<file path="config.mk">
export PLATFORM = sky130hd
export DESIGN_NAME = reg_bank8x16
export DESIGN_NICKNAME = d
export VERILOG_FILES = /design/src/rtl/reg_bank8x16.sv
export SDC_FILE = /design/constraint.sdc
export NUM_CORES = 1
export LEC_CHECK = 0
export BUFFER_PORTS_ARGS = -buffer_cell sky130_fd_sc_hd__buf_2
export CAP_MARGIN = 40
export CORE_MARGIN = 2
export CORE_UTILIZATION = 48
export CTS_CLUSTER_DIAMETER = 100
export DETAILED_ROUTE_END_ITERATION = 8
export PLACE_DENSITY = 0.77
export SLEW_MARGIN = 20
export SYNTH_ARGS = -nofsm -noshare
export SYNTH_HDL_FRONTEND = slang
export SYNTH_SLANG_ARGS = --single-unit
</file>
<file path="constraint.sdc">
create_clock -name clk -period 3.5 [get_ports clk]
set_clock_uncertainty 0.05 [all_clocks]
set_input_delay 0.175 -clock clk [delete_from_list [all_inputs] [get_ports clk]]
set_output_delay 0.175 -clock clk [all_outputs]
set_load 0.005 [all_outputs]
</file>
<file path="src/rtl/reg_bank8x16.sv">
// reg_bank8x16: eight 16-bit registers with an addressed write/read port,
// parallel q0..q7 taps and a one-register-per-clock clear sweep.
// Optional macro REG_BANK8_READ_REG_EN: registers the read port (1-cycle latency,
// returns the pre-update value); otherwise out is a combinational mux.

// One storage word: sweep clear has priority over write.
module reg_bank8x16_lane (
    input  logic        clk,
    input  logic        reset,
    input  logic        we,
    input  logic        clr,
    input  logic [15:0] d,
    output logic [15:0] q
);
    // Hold, write, or zero the word.
    always_ff @(posedge clk or posedge reset) begin
        if (reset)
            q <= 16'h0000;
        else if (clr)
            q <= 16'h0000;
        else if (we)
            q <= d;
    end
endmodule

module reg_bank8x16 (
    input  logic        clk,
    input  logic        reset,
    input  logic [15:0] in,
    input  logic [2:0]  address,
    input  logic        load,
    input  logic        clear,
    output logic [15:0] out,
    output logic [15:0] q0,
    output logic [15:0] q1,
    output logic [15:0] q2,
    output logic [15:0] q3,
    output logic [15:0] q4,
    output logic [15:0] q5,
    output logic [15:0] q6,
    output logic [15:0] q7,
    output logic        busy,
    output logic        drop
);
    typedef enum logic {IDLE = 1'b0, SWEEP = 1'b1} state_t;

    state_t           state;
    logic [2:0]       idx;
    logic [7:0][15:0] regs;
    logic [7:0]       we;
    logic [7:0]       clr;

    // Per-word strobes: a write only lands in IDLE without a competing clear.
    always_comb begin
        we  = '0;
        clr = '0;
        if (state == IDLE && !clear && load)
            we[address] = 1'b1;
        if (state == SWEEP)
            clr[idx] = 1'b1;
    end

    genvar g;
    generate
        for (g = 0; g < 8; g++) begin : g_lane
            reg_bank8x16_lane u_lane (
                .clk   (clk),
                .reset (reset),
                .we    (we[g]),
                .clr   (clr[g]),
                .d     (in),
                .q     (regs[g])
            );
        end
    endgenerate

    // Sweep sequencer; busy and drop are registered alongside the state.
    always_ff @(posedge clk or posedge reset) begin
        if (reset) begin
            state <= IDLE;
            idx   <= 3'd0;
            busy  <= 1'b0;
            drop  <= 1'b0;
        end else begin
            case (state)
                IDLE: begin
                    // A load in the same cycle as clear loses and is reported.
                    drop <= clear & load;
                    if (clear) begin
                        state <= SWEEP;
                        idx   <= 3'd0;
                        busy  <= 1'b1;
                    end
                end
                SWEEP: begin
                    // Loads are discarded; clear is neither queued nor restarts.
                    drop <= load;
                    if (idx == 3'd7) begin
                        state <= IDLE;
                        idx   <= 3'd0;
                        busy  <= 1'b0;
                    end else begin
                        idx <= idx + 3'd1;
                    end
                end
                default: begin
                    state <= IDLE;
                    idx   <= 3'd0;
                    busy  <= 1'b0;
                    drop  <= 1'b0;
                end
            endcase
        end
    end

`ifdef REG_BANK8_READ_REG_EN
    // Registered read: captures the word before this edge's update.
    always_ff @(posedge clk or posedge reset) begin
        if (reset)
            out <= 16'h0000;
        else
            out <= regs[address];
    end
`else
    // Combinational read straight off the selected word.
    assign out = regs[address];
`endif

    assign q0 = regs[0];
    assign q1 = regs[1];
    assign q2 = regs[2];
    assign q3 = regs[3];
    assign q4 = regs[4];
    assign q5 = regs[5];
    assign q6 = regs[6];
    assign q7 = regs[7];
endmodule

</file>
-- After elaboration in Yosys (flattened, before gate mapping)
Cells that the tools add are included.
- register bits after elaboration: 134
- output and inout port bits: 146
- word-level logic and storage cells: 70
- $add $sub $neg: 1
- order comparisons: 4
- equal/unequal tests: 3
- multiplexer cells: 34
- bitwise gates (word level): 2
- reductions and logical operators: 14
- operator list (operator ; count):
    $mux W16 ; 17
    $bmux W16 S3 ; 1
    $mux W8 ; 2
    $reduce_bool A2 Y1 ; 8
    $lt A3 B4 Y1 const B ; 2
    $demux W1 S3 ; 2
    $ge A3 B1 Y1 const B ; 2
    $mux W1 ; 6
    $mux W3 ; 2
    $pmux W1 S2 ; 3
    $pmux W3 S2 ; 1
    $logic_and A1 B1 Y1 ; 4
    $add A3 B1 Y3 const B ; 1
    $eq A3 B3 Y1 const B ; 1
    $ne A2 B1 Y1 const B ; 1
    $ne A2 B2 Y1 const B ; 1
    $reduce_and A2 Y1 ; 1
    $and A1 B1 Y1 ; 1
    $logic_not A1 Y1 ; 1
    $not A1 Y1 ; 1

-- Logic depth before layout (Yosys ltp)
Gate-level depths: netlist of run 1.
- depth after elaboration: 7
- mapped depth: 7
- mapped depth without buffers: 4

-- Cells and area by module
Synthesis of run 1 repeated with hierarchy kept, for this count alone.
- cell total of the unflattened synthesis: 533
- area total of the unflattened synthesis: 6806.5 um^2
- by module, submodules not included (module ; times used ; cells each ; area an instance (um^2) ; sequential area each (um^2)):
    reg_bank8x16_lane ; 8 ; 53 ; 664.4 ; 400.4
    reg_bank8x16 ; 1 ; 109 ; 1491.4 ; 150.1

-- Least setup slack after synthesis of run 1
OpenSTA, ideal clock, no wires.
- path type: in2out
- from: input port address[0]
- to: output port out[0]
- arrival time: 1376 ps
- required time: 3275 ps
- path slack: 1899 ps
- stages: 5
- path buffers: 3
- cells stage by stage: buf_4 buf_4 buf_2 mux4_2 mux2_2
- word-level cells in the longest chain between the ends: 2
- RTL lines (what ; line ; source):
    start, declared ; 30 ; input logic [2:0] address,
    $bmux W16 S3 ; 126 ; assign out = regs[address];
    $mux W16 (implied by the code) ; 126 ;
    end, declared ; 33 ; output logic [15:0] out,
No other way between the ends. The select of a mux whose other input is x is not followed.

-- Final worst setup path of run 1
- from: register state
- to: register g_lane[6].u_lane.q[4]
- word-level cells in the longest chain between the ends: 5
- elaborated cells on any way between the ends: 7
- classes of those cells: mux (3); bitwise (1); reduce/logical (3)
- RTL lines (what ; line ; source):
    start, declared ; 47 ; state_t state;
    start signal, assigned ; 80 ; state <= IDLE;
    start signal, assigned ; 90 ; state <= SWEEP;
    start signal, assigned ; 99 ; state <= IDLE;
    $not A1 Y1 ; - ;
    $logic_and A1 B1 Y1 (2 in series) ; 57 ; if (state == IDLE && !clear && load)
    $mux W8 ; 57 ;
    $reduce_bool A2 Y1 (no source line) ; - ;
    end signal, assigned ; 18 ; q <= 16'h0000;
    end signal, assigned ; 20 ; q <= 16'h0000;
    end signal, assigned ; 22 ; q <= d;
    end, declared ; 13 ; output logic [15:0] q
Parallel ways exist; a longest one is shown, timed or not.
A chain may end at the register's enable or synchronous reset.

==> run summary, run 1 <==
status - completed
GP Congestion - 0.919
drt wl/cell - 20.4 µm
routed wl met3 - 1800 µm
Area growth, synth to finish - 26.3%
ant diodes - 0
slowest stage delay, CP - 750 ps
core area - 0.0127 mm²
setup TNS - 0 ps
vias in the first global route - 5,381
CTS buffer count - 17
WP buf/inv - 0
Total GRT Usage - 28.8%
crit-path cells - nor2b_1, nand3_1, nand3_1, o21ai_0
Die Y - 119 µm
Die Area - 0.0141 mm²
max-slew violations - 0
Initial Util - 49.6%
Chip Width - 119 µm
Most Frequent Cell on Critical Path - nand3_1
Fill cells - 1,090
Final min period - 2390 ps
Worst-path clk slew - 60 ps
first-pass GRT wire length - 30,900 µm
TritonCTS sink count - 134
crit end category - flop
Synth cell types - 30
Final Hold Fails - 0
CP Data Required Time - 3730 ps
Remaining DRCs - 0
deepest clock path buffer count - 2
MaxCap Viol Count - 0
Clock Latency Late Sink - 410 ps
post-route ant nets - 0
Worst Tran Pin Value - 807 ps
HPWL Detailed - 13,800 µm
Worst Hold Class - input pin to flop
highest clock rate - 0.418 GHz
Cell Pwr Density - 709 mW/mm²
final net count - 819
layout cell share with drive strength beyond 1 - 32.8%
Max-slew headroom - 46.1%
final instance area - 0.00797 mm²
Worst setup SP type - flop
Cell Area, Placed - 0.00730 mm²
reg2reg setup slack - 1110 ps
CTS root buffer - clkbuf_16
Top Metal Used - met5
unrepaired setup endpoints after global routing - no
CP Class - flop to flop
Top delay family on crit path - simple AND/OR/NAND/NOR gates
Crit-path slowest cell - dfrtp_1
sequential share of the synthesized area - 53.1%
detailed router's first-iteration violation count - 528
Std-Cell Rows - 41
Max FO, Critical Path - 18
GR Overflow Total - 0
Critical Path AT - 2630 ps
largest net degree at the start of global routing - 135
via count - 5,615
Peak VDD IR - 0.400 mV
Vias/cell - 5.75
I/O Pins - 169
leakage power - 3.98 nW
synthesized cell area - 0.00631 mm²
yosys warns - 0
M1 wire length - 7990 µm
routed wl met2 - 9850 µm
initial antenna violation count - 1
port bufs - 168
crit share post-route - 68.4%
routed wire length - 19,900 µm
post-synthesis net count - 658
CTS tree - yes
1st-pass router iterations - 5
flops & latches, synth - 134
mean area per synthesized cell - 9.99 µm²
Mapped Cells - 632
H-tree depth - 4
final setup fails - 0
[per-layer routing]
layer,up-vias,global-route usage [%]
met4,2,9.00
met2,298,45.8
met1,2789,39.4
met5,-,0
li1,2506,-
met3,20,6.76
[state kept, by name, indices dropped and copies added, names as in the netlist]
name,count
g_lane.u_lane.q,128
drop,1
idx,3
busy,1
state,1
[cell usage in the layout (no fill, tap or decap), drive strengths merged, types with 4 or more instances in the layout]
| cell type | synthesis | layout |
|---|---|---|
| mux2 | 15 | 15 |
| nor2b | 5 | 5 |
| mux4 | 30 | 30 |
| o21ai | 130 | 130 |
| nand3 | 53 | 53 |
| dlygate4sd3 | 0 | 4 |
| clkbuf | 22 | 20 |
| nor2 | 7 | 7 |
| mux2i | 4 | 4 |
| nand2 | 169 | 169 |
| dfrtp | 134 | 134 |
| inv | 20 | 19 |
| clkinv | 0 | 5 |
| buf | 23 | 183 |
[power by group]
part	internal [W]	leakage, nW	switching (W)
registers	0.00194	1.83	0.000429
clock network	0.00114	0.287	0.000640
logic	0.000669	1.86	0.000829
total	0.00375	3.98	0.00190
[synthesized netlist by cell type]
cell type,number,area (µm²)
or4b_4,1,13.8
nor2b_1,5,31.3
nor2_2,1,6.26
clkbuf_1,21,78.8
nand2_1,169,634
nor3_1,1,5.00
nand4b_1,1,8.76
nor2_1,6,22.5
ha_1,3,37.5
o21ai_1,8,40.0
nand4_1,1,6.26
o21ai_0,122,611
o21a_1,1,7.51
and4b_1,1,10.0
nor3_4,1,16.3
mux2i_1,4,40.0
inv_1,20,75.1
dfrtp_1,134,3350
o211ai_1,2,15.0
o22ai_1,2,12.5
nor3b_1,1,7.51
clkbuf_2,1,5.00
nand3_1,53,265
buf_2,18,90.1
nand4bb_1,1,11.3
a31oi_1,1,6.26
buf_4,5,37.5
mux4_2,30,676
mux2_2,15,169
nand2b_1,3,18.8
[area by class of cell]
type / count / area [µm²] / area share [%]
sequential: 134 / 3350 / 42.1
multi-input combinational: 433 / 2680 / 33.6
timing repair buffer: 187 / 1050 / 13.2
clock buffer: 20 / 457 / 5.73
tap: 172 / 215 / 2.70
clock inverter: 10 / 130 / 1.63
inverter: 20 / 78.8 / 0.989
[worst min-delay path: stages]
cell	delay, ps
buf_2	150
nand2_1	60
o21ai_0	60
[through the flow]
| step | setup WS, ps | power [W] | utilization [%] | cells | hold WS, ps |
|---|---|---|---|---|---|
| floorplan | 1610 | 0.00303 | - | 632 | 242 |
| global route | 971 | 0.00595 | 62.6 | 976 | 21.3 |
| finish | 1110 | 0.00565 | 62.6 | 976 | 20.6 |
| detailed placement | 1240 | 0.00384 | 57.4 | 939 | 400 |
| global placement | 1240 | 0.00375 | 57.0 | 937 | 389 |
| CTS | 1220 | 0.00563 | 62.3 | 973 | 3.42 |
[final timing paths]
check                                       start                      to  cells past startpoint
max                                         state   g_lane[6].u_lane.q[4]                      4
min                                        in[13]  g_lane[5].u_lane.q[13]                      3
max reg2reg                                 state   g_lane[6].u_lane.q[4]                      4
min reg2reg                g_lane[2].u_lane.q[12]  g_lane[2].u_lane.q[12]                      2
max in group asynchronous                   reset  g_lane[7].u_lane.q[13]                      4
min in group asynchronous                   reset  g_lane[3].u_lane.q[12]                      4
[cells by family after synthesis]
family	after synthesis	share of synthesized area [%]
adders and majority gates	3	0.595
DFF	134	53.1
muxes	49	14.0
and+or+nand+nor	245	16.8
buffers and inverters	65	4.54
AOI/OAI and AO/OA	136	11.0
[what timing repair did]
item | in CTS | in global routing
endpoints found under the hold margin | 139 | 0
resized for setup | 0 | 0
buffers inserted | 0 | 0
setup endpoints to repair | 0 | 0
hold buffers | 4 | 0
No activity file was read; power rests on OpenSTA's default activity.
==> run 2, diff against run 1 <==
==> constraint.sdc (replaced) <==
create_clock -name clk -period 2 [get_ports clk]
set_clock_uncertainty 0.05 [all_clocks]
set_input_delay 0.1 -clock clk [delete_from_list [all_inputs] [get_ports clk]]
set_output_delay 0.1 -clock clk [all_outputs]
set_load 0.005 [all_outputs]
==> run 2 against run 1 <==
- count of clock-buffer cells in the layout decreased by 2
- power increased by 78%
- global-route usage grew 1.6 points
- design area is 3.4% higher
- sequential power grew 76%
- utilization is 2.1 points higher
- die area unchanged
- non-clock buffer count increased by 29
- critical path depth fell by 1
==> run summary, run 2 (same netlist as run 1, synthesis figures left out) <==
final net count - 848 (+3.5%)
Max-slew headroom - 59.2% (+13 points)
post-route ant nets - 0 (unchanged)
Critical Path Stages - 3 (-1)
met3 Track Usage GR - 7.24% (+0.48 points)
CP Class - flop to output pin
M2 GR Usage - 46.3% (+0.43 points)
Worst Hold Class - input pin to asynchronous set/reset pin
multi-input logic area - 0.00268 mm² (unchanged)
unrepaired setup endpoints after global routing - no
core area - 0.0127 mm² (unchanged)
first-pass GRT wire length - 32,800 µm (+6.1%)
GR Overflow Total - 0 (unchanged)
MaxCap Viol Count - 0 (unchanged)
CTS tree - yes
vias in the first global route - 5,726 (+6.4%)
Std-Cell Rows - 41 (unchanged)
Die Y - 119 µm (unchanged)
via count - 5,933 (+5.7%)
Critical Path AT - 1790 ps (-840 ps)
1st-pass router iterations - 5 (unchanged)
max-slew violations - 0 (unchanged)
HPWL Detailed - 14,200 µm (+2.9%)
commonest non-fill, non-tap cell in the layout - nand2_1
setup TNS - 0 ps (unchanged)
Clock Latency Late Sink - 420 ps (about the same)
Worst Tran Pin Value - 612 ps (-194 ps)
CTS buffer count - 17 (unchanged)
Crit-path slowest cell - mux4_2
routed wire length - 20,900 µm (+5.1%)
Die Area - 0.0141 mm² (unchanged)
Worst setup SP type - flop
CTS root buffer - clkbuf_16
deepest clock path buffer count - 2 (unchanged)
drt wl/cell - 20.8 µm (+2.0%)
slowest stage delay, CP - 530 ps (-220 ps)
detailed router's first-iteration violation count - 773 (+46%)
Final Power - 0.0101 W (+78%)
max reg flops - 128 (unchanged)
layout cell share with drive strength beyond 1 - 33.3% (+0.42 points)
I/O Pins - 169 (unchanged)
GR peak layer - met2
Initial Util - 49.6% (unchanged)
worst reg-to-reg path cell count - 5 (+1)
crit-path cells - mux4_2, mux2_2, buf_2
Setup WS post-layout - 57.6 ps (-1050 ps)
initial antenna violation count - 0 (-1)
FF/Latch Area - 0.00335 mm² (unchanged)
port bufs - 168 (unchanged)
WP buf/inv - 1 (+1)
Final Hold Fails - 0 (unchanged)
Chip Width - 119 µm (unchanged)
Total GRT Usage - 30.4% (+1.6 points)
pre-CTS setup slack - 181 ps (-1060 ps)
leakage power - 4.10 nW (+2.9%)
TritonCTS sink count - 134 (unchanged)
H-tree depth - 4 (unchanged)
most flop-heavy register - g_lane.u_lane.q
Fill cells - 1,023 (-6.1%)
Worst-path clk slew - 60 ps (about the same)
CP Data Required Time - 1850 ps (-1880 ps)
Peak VDD IR - 0.576 mV (+44%)
GR Layer Usage met1 - 41.9% (+2.4 points)
most frequent cells in the layout - nand2_1 (169), buf_2 (168), dfrtp_1 (134), o21ai_0 (122), nand3_1 (53)
Cell Pwr Density - 1220 mW/mm² (+73%)
GP Congestion - 0.931 (+1.3%)
final setup fails - 0 (unchanged)
status - completed
crit share post-route - 97.1%
highest clock rate - 0.515 GHz
Area growth, synth to finish - 30.6%
Top delay family on crit path - multiplexers
crit end category - output pin
number of setup buffers added after CTS - 0 (unchanged)
Max FO, Critical Path - 3 (-15)
Vias/cell - 5.90 (+2.5%)
biggest regs - g_lane.u_lane.q x128, idx x3
largest net degree at the start of global routing - 78 (-42%)
Remaining DRCs - 0 (unchanged)
Final min period - 1940 ps
## run 2: what timing repair did
action,CTS,global route
resized for setup,0,0
hold buffers,20,0
endpoints found under the hold margin,225,0
## run 2: per-stage QoR
stage          instance area, µm²  utilization [%]  instances  hold slack (ps)
6_report                     8240             64.8       1006             82.7
3_5_place_dp                 7450             58.6        955            -30.7
5_1_grt                      8240             64.8       1005             99.7
4_1_cts                      8240             64.8       1005             80.3
3_3_place_gp                 7450             58.6        955            -35.2
2_1_floorplan                6310                -        632              167
## run 2: path summary, 6_finish.rpt
path / start / end / slack (ps)
min: reset / g_lane[7].u_lane.q[12] / 80
max reg2reg: state / g_lane[4].u_lane.q[3] / 240
min in group clk: address[1] / g_lane[2].u_lane.q[14] / 340
max in group asynchronous: reset / g_lane[0].u_lane.q[3] / 1210
max: g_lane[7].u_lane.q[9] / out[9] / 60
min reg2reg: g_lane[2].u_lane.q[15] / g_lane[2].u_lane.q[15] / 470
## run 2: power by group
group / switching, W / internal (W) / leakage [nW]
clock: 0.00118 / 0.00195 / 0.278
sequential: 0.000775 / 0.00340 / 1.83
combinational: 0.00151 / 0.00128 / 1.98
## run 2: area by class of cell
cell class                 count  area share [%]
antenna                        1          0.0304
clock buffer                  18            5.21
clock inverter                12            1.87
inverter                      20           0.957
multi-input combinational    433            32.5
sequential                   134            40.7
tap                          172            2.61
timing repair buffer         216            16.1
## run 2: per-layer routing
layer | part of all wire, % | routed length, µm | vias up
li1 | - | - | 2552
met1 | 40 | 8280 | 2920
met2 | 47 | 9860 | 404
met3 | 10 | 2100 | 57
met4 | 3.1 | 658 | 0
met5 | 0 | 0 | -
## run 2: worst register-to-register path: stages (launching register included)
cell	delay, ps
dfrtp_1	590
nor2b_1	370
nand2_1	190
buf_4	250
nand2_1	80
o21ai_0	90
